$ cat src/rtl/rob_sn_allocator.sv
// In-order sequence-number allocator for the ROB: grants SNs, validates out-of-order
// completions (zero-latency passthrough to ROB insert), recycles on retire, drain-style flush.
module rob_sn_allocator #(
  parameter int p_depth    = 8,
  parameter int p_ptrwidth = $clog2(p_depth),
  parameter int p_bitwidth = 32
) (
  input  logic                  clk_i,
  input  logic                  rst_ni,
  input  logic                  alloc_en_i,
  output logic                  alloc_cpl_o,
  output logic [p_ptrwidth-1:0] alloc_sn_o,
  input  logic                  cmpl_en_i,
  input  logic [p_ptrwidth-1:0] cmpl_sn_i,
  input  logic [p_bitwidth-1:0] cmpl_data_i,
  output logic                  cmpl_cpl_o,
  output logic                  ins_en_o,
  input  logic                  ins_cpl_i,
  output logic [p_ptrwidth-1:0] ins_sn_o,
  output logic [p_bitwidth-1:0] ins_data_o,
  input  logic                  retire_en_i,
  input  logic                  flush_en_i,
  output logic                  flush_cpl_o,
  output logic [p_ptrwidth:0]   count_o,
  output logic                  full_o,
  output logic                  empty_o,
  output logic                  err_o
);

  localparam logic [1:0] RUN   = 2'd0;
  localparam logic [1:0] DRAIN = 2'd1;
  localparam logic [1:0] DONE  = 2'd2;
  localparam logic [p_ptrwidth:0] DepthC = p_depth[p_ptrwidth:0];

  logic [p_ptrwidth-1:0] head_q, head_d, tail_q, tail_d;
  logic [p_ptrwidth:0]   count_q, count_d;
  logic [p_depth-1:0]    out_vld_q, out_vld_d, done_q, done_d;
  logic [1:0]            state_q, state_d;
  logic                  err_q, err_d;
  logic                  sn_live, alloc_ok, retire_ok;

  assign full_o   = (count_q == DepthC);
  assign empty_o  = (count_q == '0);
  assign count_o  = count_q;
  assign err_o    = err_q;
  assign flush_cpl_o = (state_q == DONE);

  // Gated by rst_ni so the grant cannot glitch high while reset holds state at RUN.
  assign alloc_ok    = rst_ni & alloc_en_i & ~full_o & (state_q == RUN) & ~flush_en_i;
  assign alloc_cpl_o = alloc_ok;
  assign alloc_sn_o  = tail_q;

  assign sn_live    = out_vld_q[cmpl_sn_i] & ~done_q[cmpl_sn_i];
  assign ins_en_o   = cmpl_en_i & sn_live;
  assign cmpl_cpl_o = ins_en_o & ins_cpl_i;
  assign ins_sn_o   = rst_ni ? cmpl_sn_i : '0;
  assign ins_data_o = rst_ni ? cmpl_data_i : '0;

  assign retire_ok = retire_en_i & ~empty_o;

  always_comb begin
    head_d    = head_q;
    tail_d    = tail_q;
    count_d   = count_q;
    out_vld_d = out_vld_q;
    done_d    = done_q;
    state_d   = state_q;
    err_d     = (cmpl_en_i & ~sn_live) | (retire_en_i & empty_o);

    if (cmpl_cpl_o) done_d[cmpl_sn_i] = 1'b1;
    if (retire_ok) begin
      out_vld_d[head_q] = 1'b0;
      done_d[head_q]    = 1'b0;
      head_d            = head_q + 1'b1;
    end
    if (alloc_ok) begin
      out_vld_d[tail_q] = 1'b1;
      done_d[tail_q]    = 1'b0;
      tail_d            = tail_q + 1'b1;
    end

    if (alloc_ok && !retire_ok)      count_d = count_q + 1'b1;
    else if (!alloc_ok && retire_ok) count_d = count_q - 1'b1;

    case (state_q)
      RUN:   if (flush_en_i) state_d = DRAIN;
      DRAIN: if (count_q == '0) state_d = DONE;
      DONE: begin
        // SN space is empty here, so restarting both pointers at 0 is safe.
        head_d  = '0;
        tail_d  = '0;
        state_d = RUN;
      end
      default: state_d = RUN;
    endcase
  end

  always_ff @(posedge clk_i or negedge rst_ni) begin
    if (!rst_ni) begin
      head_q    <= '0;
      tail_q    <= '0;
      count_q   <= '0;
      out_vld_q <= '0;
      done_q    <= '0;
      state_q   <= RUN;
      err_q     <= 1'b0;
    end else begin
      head_q    <= head_d;
      tail_q    <= tail_d;
      count_q   <= count_d;
      out_vld_q <= out_vld_d;
      done_q    <= done_d;
      state_q   <= state_d;
      err_q     <= err_d;
    end
  end

endmodule

$ cat config.mk
export PLATFORM = sky130hd
export DESIGN_NAME = rob_sn_allocator
export DESIGN_NICKNAME = d
export VERILOG_FILES = /design/src/rtl/rob_sn_allocator.sv
export SDC_FILE = /design/constraint.sdc
export NUM_CORES = 1
export LEC_CHECK = 0
export CAP_MARGIN = 20
export CORE_MARGIN = 2
export CORE_UTILIZATION = 35
export CTS_CLUSTER_SIZE = 28
export DETAILED_ROUTE_END_ITERATION = 8
export DONT_BUFFER_PORTS = 1
export PLACE_DENSITY = 0.58
export SLEW_MARGIN = 20
export SYNTH_ARGS = -nofsm -noshare
export SYNTH_HDL_FRONTEND = slang
export SYNTH_SLANG_ARGS = --single-unit
$ cat constraint.sdc
create_clock -name clk_i -period 5.6 [get_ports clk_i]
set_clock_uncertainty 0.15 [all_clocks]
set_input_delay 0.56 -clock clk_i [delete_from_list [all_inputs] [get_ports clk_i]]
set_output_delay 0.56 -clock clk_i [all_outputs]
set_load 0.02 [all_outputs]
# --- Word level (Yosys, flattened, before mapping) ---
# Index checks and enable logic that the tools add are counted.
word_totals:
  in_bits: 42
  ff_bits: 29
op_classes:
  add_sub_neg: 4
  eq_ne: 5
  mux: 26
  n_lt_le_gt_ge: 6
  reduce_logical: 13
  bitwise: 23
op_table:
  columns: ["operator", "n"]
  rows:
  - ["8-bit two-way mux", 5]
  - ["32-bit two-way mux", 1]
  - ["8-bit AND", 3]
  - ["8-bit NOT", 2]
  - ["8-bit bitwise OR", 2]
  - ["3-bit two-way mux", 5]
  - ["3-bit by 4-bit less-than comparator with 1-bit output, second input constant", 3]
  - ["1-bit AND", 10]
  - ["1-bit demux with 3-bit select", 3]
  - ["3-bit by 1-bit greater-or-equal comparator with 1-bit output, second input constant", 3]
  - ["4-bit two-way mux", 2]
  - ["3-bit by 1-bit adder with 3-bit output, second input constant", 2]
  - ["1-bit binary-select mux with 3-bit select", 2]
  - ["2-bit nonzero test", 3]
  - ["1-bit logical AND", 5]
  - ["1-bit two-way mux", 5]
  - ["1-bit NOT", 5]
  - ["4-bit by 1-bit adder with 4-bit output, second input constant", 1]
  - ["4-bit == test, second input constant", 1]
  - ["4-bit zero test", 1]
  - ["2-bit two-way mux", 2]
  - ["2-bit inequality test, second input constant", 2]
  - ["2-bit case mux with 2 select lines", 1]
  - ["4-bit by 1-bit subtractor with 4-bit output, second input constant", 1]
  - ["6 further kinds", 7]

# --- Logic depth before layout (Yosys ltp) ---
logic_depth:
  word_depth: 11
  depth_mapped: 10
  ltp_nobuf: 10

# --- Worst setup path before layout ---
# OpenSTA, ideal clock, no wires.
synth_path:
  path_kind: "register to register"
  from: "reg count_q[0] (netlist: count_o[0])"
  to: "reg count_q[3] (netlist: count_o[3])"
  t_required_ns: 5.369
  path_stages_with_launch: 11
  setup_slack_ns: 2.846
  path_buffers: 0
  arrival_time_ns: 2.524
  cell_sequence: "dfrtp_1 or4b_4 clkinv_4 nor3_4 ha_1 inv_1 ha_1 a21o_1 a21oi_1 mux2i_1 xnor2_1"
synth_via:
  elab_chain_len: 8
synth_lines:
  columns: ["item", "line_no", "source"]
  rows:
  - ["start, declared", "36", "logic [p_ptrwidth:0] count_q, count_d;"]
  - ["start signal, assigned", "110", "count_q <= count_d;"]
  - ["4-bit == test *", "42", "assign full_o = (count_q == DepthC);"]
  - ["named net full_o", "25", "output logic full_o,"]
  - ["1-bit NOT *", "49", "assign alloc_ok = rst_ni & alloc_en_i & ~full_o & (state_q == RUN) & ~flush_en_i;"]
  - ["1-bit AND * (3 in series)", "49", null]
  - ["named net alloc_cpl_o", "11", "output logic alloc_cpl_o,"]
  - ["1-bit zero test", "83", "else if (!alloc_ok && retire_ok) count_d = count_q - 1'b1;"]
  - ["1-bit logical AND", "83", null]
  - ["2-bit nonzero test (no source line)", null, null]
# Mark *: on every way through the listed nets, which the timed path passes. The rest lies on a longest branch. The select of a mux whose other input is x is not followed.
# A chain may end at the register's enable or synchronous reset.

# --- Worst setup path after layout ---
# Ends and elaborated chain as after synthesis.

==> results.md <==
- Total global routing overflow: 0
- WP data arrival: 3.14 ns
- Final setup viols: 0
- Hold Fails Final Rpt: 0
- First-pass GRT wire length: 7670 um
- Fmax: 0.325 GHz
- CP max stage delay: 0.60 ns
- Synth unique cells: 56
- Slew @ Worst Pin: 0.897 ns
- Startpoint types: flip-flop
- Reg2Reg Depth: 10
- Largest net degree at the start of global routing: 39
- Max-cap violations: 0
- FF-to-FF setup slack: 2.53 ns
- Post-DP HPWL: 3450 um
- Hold Path Class: in2reg
- Drt wl/cell: 16.8 um
- Number of flops mapped to enable cells by yosys: 0
- Hold Crit Endpoint: err_o$_DFF_PN0_
- Layout Area Growth over Synthesis: 8.02%
- Minimum clock period: 3.07 ns
- Sequential Power Share: 44.0%
- Clk buf depth: 2
- Number of nets with antenna violations after routing: 0
- Switch Pwr: 0.000416 W
- Unrepaired setup endpoints after global routing: no
- Initial antenna violation count: 0
- Crit Reg-Reg Startpoint: count_o[0]$_DFFE_PN0P_
- Hold_sp: cmpl_en_i
- Worst setup path class: reg2reg
- Finished Layout Cells: 281
- Clock share of power: 22.8%
- Crit Reg-Reg Endpoint: count_o[3]$_DFFE_PN0P_
- Clk sinks: 29
- Max_slew headroom: 40.1%
- Setup TNS: 0 ns
- Gpl congestion: 0.793
- Layout cells sized above 1: 12.0%
- DIE HEIGHT: 80.4 um
- CTS tree: done
- DR vias: 1,576
- Number of global-route vias before repair: 1,507
- Post-CTS sizing: 0
- CTS Buf Count: 5
- Synth warn: 0
- Initial core utilization: 36.7%
- Hold_buf cts: 2
- CP delay by family, top: simple AND/OR/NAND/NOR gates
- P_leak: 0.900 nW
- Peak supply drop: 0.000192 V
- CP endpoint kind: flip-flop
- Syn Nets: 258
- Die area: 0.00646 mm2
- Sw Ratio: 41.1%
- Most frequent CP cell: ha_1
- Slew Limit Fails: 0
- I/O Buffers: 0
- Filler cells: 555
- Outcome: complete, no violations
- Predominant post-synthesis flop cell: dfrtp_1
- Number of inserted diodes: 0
- Clock latency at the later pin of the worst-skew pair: 0.29 ns
- Core footprint: 0.00557 mm2
- Mapped Area: 0.00204 mm2
- Syn Area/Cell: 9.73 um2
- Register area share after synthesis: 35.5%
- Syn Inst Count: 210
- 1st-pass router iterations: 4
- Depth of the CTS H-tree: 2
- Logic pwr share: 33.2%
- Tot GR Track Use: 15.6%
- CTS clock-pin slew for the worst setup and hold paths: 0.07 ns
- P_int: 0.000597 W
- Buf/Inv on CP: 2
- Vias per std cell: 5.61
- First-iteration detailed-routing DRC count: 126
- DRC Markers: 0
- Inst Count DP: 271
- Row count: 27
- Power per cell area: 459 mW/mm2
- Drt total wl: 4730 um
- Post-CTS setup buffer count: 0
- Worst hold slack: 0.260 ns
- I/O Pins: 91
- Synth async-reset ratio: 100%
- Critical Path, Cell by Cell: or4b_4 > clkinv_4 > nor3_4 > ha_1 > inv_1 > ha_1 > a21o_1 > a21oi_1 > mux2i_1 > xnor2_1
- Worst Path Required: 5.66 ns
- Critical path peak fanout: 8
- Root Driver: clkbuf_8
- Yosys reg bits: 29
- CP max stage cell: dfrtp_1
- Period utilization: 54.9%
- Hold Path Depth: 1
- # nets final: 256
- Die W: 80.4 um
## cells in the final DEF (no fill, tap or decap), types with 3 or more instances in the layout
cell	count
ha_1	5
o21ai_0	10
o31ai_1	4
nand2_1	11
clkbuf_8	6
a211oi_1	3
and2_1	37
a22o_1	5
nand4_1	6
mux2i_1	6
xnor2_1	5
inv_1	7
nor2b_1	5
nand3_1	7
nor2_1	11
a21oi_1	4
dfrtp_1	29
## synth_stat cells, types with 6 or more instances
cell type,instances,area share (%)
o21ai_0,10,2.4
nor2_1,11,2.0
dfrtp_1,29,36
nand2_1,11,2.0
inv_1,7,1.3
and2_1,37,11
mux2i_1,6,2.9
nand3_1,7,1.7
nand4_1,6,1.8
## power by group through the flow
stage / logic, W / registers, W / clock network [W]
floorplan: 0.000344 / 0.000389 / 0
global placement: 0.000327 / 0.000448 / 0
detailed placement: 0.000333 / 0.000451 / 0
CTS: 0.000341 / 0.000448 / 0.000235
global route: 0.000386 / 0.000462 / 0.000245
finish: 0.000337 / 0.000446 / 0.000231
## cells by family after synthesis
family          synth area share, %
simple gates                   30.6
xor+xnor                       3.00
flops                          35.5
fa+ha+maj                      4.04
mux                            7.16
buf+inv                        6.00
compound gates                 13.7
## sequential cells by signal, summed over array words and instances, names as in the netlist
| name | cells |
|---|---|
| alloc_sn_o | 3 |
| count_o | 4 |
| done_q | 8 |
| err_o | 1 |
| head_q | 3 |
| out_vld_q | 8 |
| state_q | 2 |
## per-layer routing
layer	routed length [um]	track usage, %	up-vias
li1	-	-	750
met1	2060	19.2	758
met2	2300	25.8	57
met3	230	3.82	11
met4	134	7.12	0
met5	0	0	-
## metrics by stage
stage | area, um2 | power (W) | utilization [%] | setup slack (ns)
floorplan | 2040 | 0.000733 | - | 2.85
global route | 2210 | 0.00109 | 39.6 | 2.35
detailed placement | 2060 | 0.000784 | 36.9 | 2.55
CTS | 2210 | 0.00102 | 39.6 | 2.52
global placement | 2060 | 0.000775 | 36.9 | 2.59
finish | 2210 | 0.00101 | 39.6 | 2.53
## worst max-delay path by stage
| stage | from | to | slack (ns) | cells past startpoint |
|---|---|---|---|---|
| 2_1_floorplan | count_o[0]$_DFFE_PN0P_ | count_o[3]$_DFFE_PN0P_ | 2.85 | 10 |
| 3_3_place_gp | count_o[0]$_DFFE_PN0P_ | count_o[3]$_DFFE_PN0P_ | 2.59 | 10 |
| 3_5_place_dp | count_o[0]$_DFFE_PN0P_ | count_o[3]$_DFFE_PN0P_ | 2.55 | 10 |
| 4_1_cts | count_o[0]$_DFFE_PN0P_ | count_o[3]$_DFFE_PN0P_ | 2.52 | 10 |
| 5_1_grt | count_o[0]$_DFFE_PN0P_ | count_o[3]$_DFFE_PN0P_ | 2.35 | 10 |
| 6_report | count_o[0]$_DFFE_PN0P_ | count_o[3]$_DFFE_PN0P_ | 2.53 | 10 |
## layout make-up
type	instances	area [um2]	share of cell area (%)
sequential	29	726	32.9
clock inverter	2	37.5	1.70
tap	72	90.1	4.08
clock buffer	6	82.6	3.74
timing repair buffer	3	37.5	1.70
multi-input combinational	160	1190	54.1
inverter	9	38.8	1.76
(Power assumes the default switching activity.)
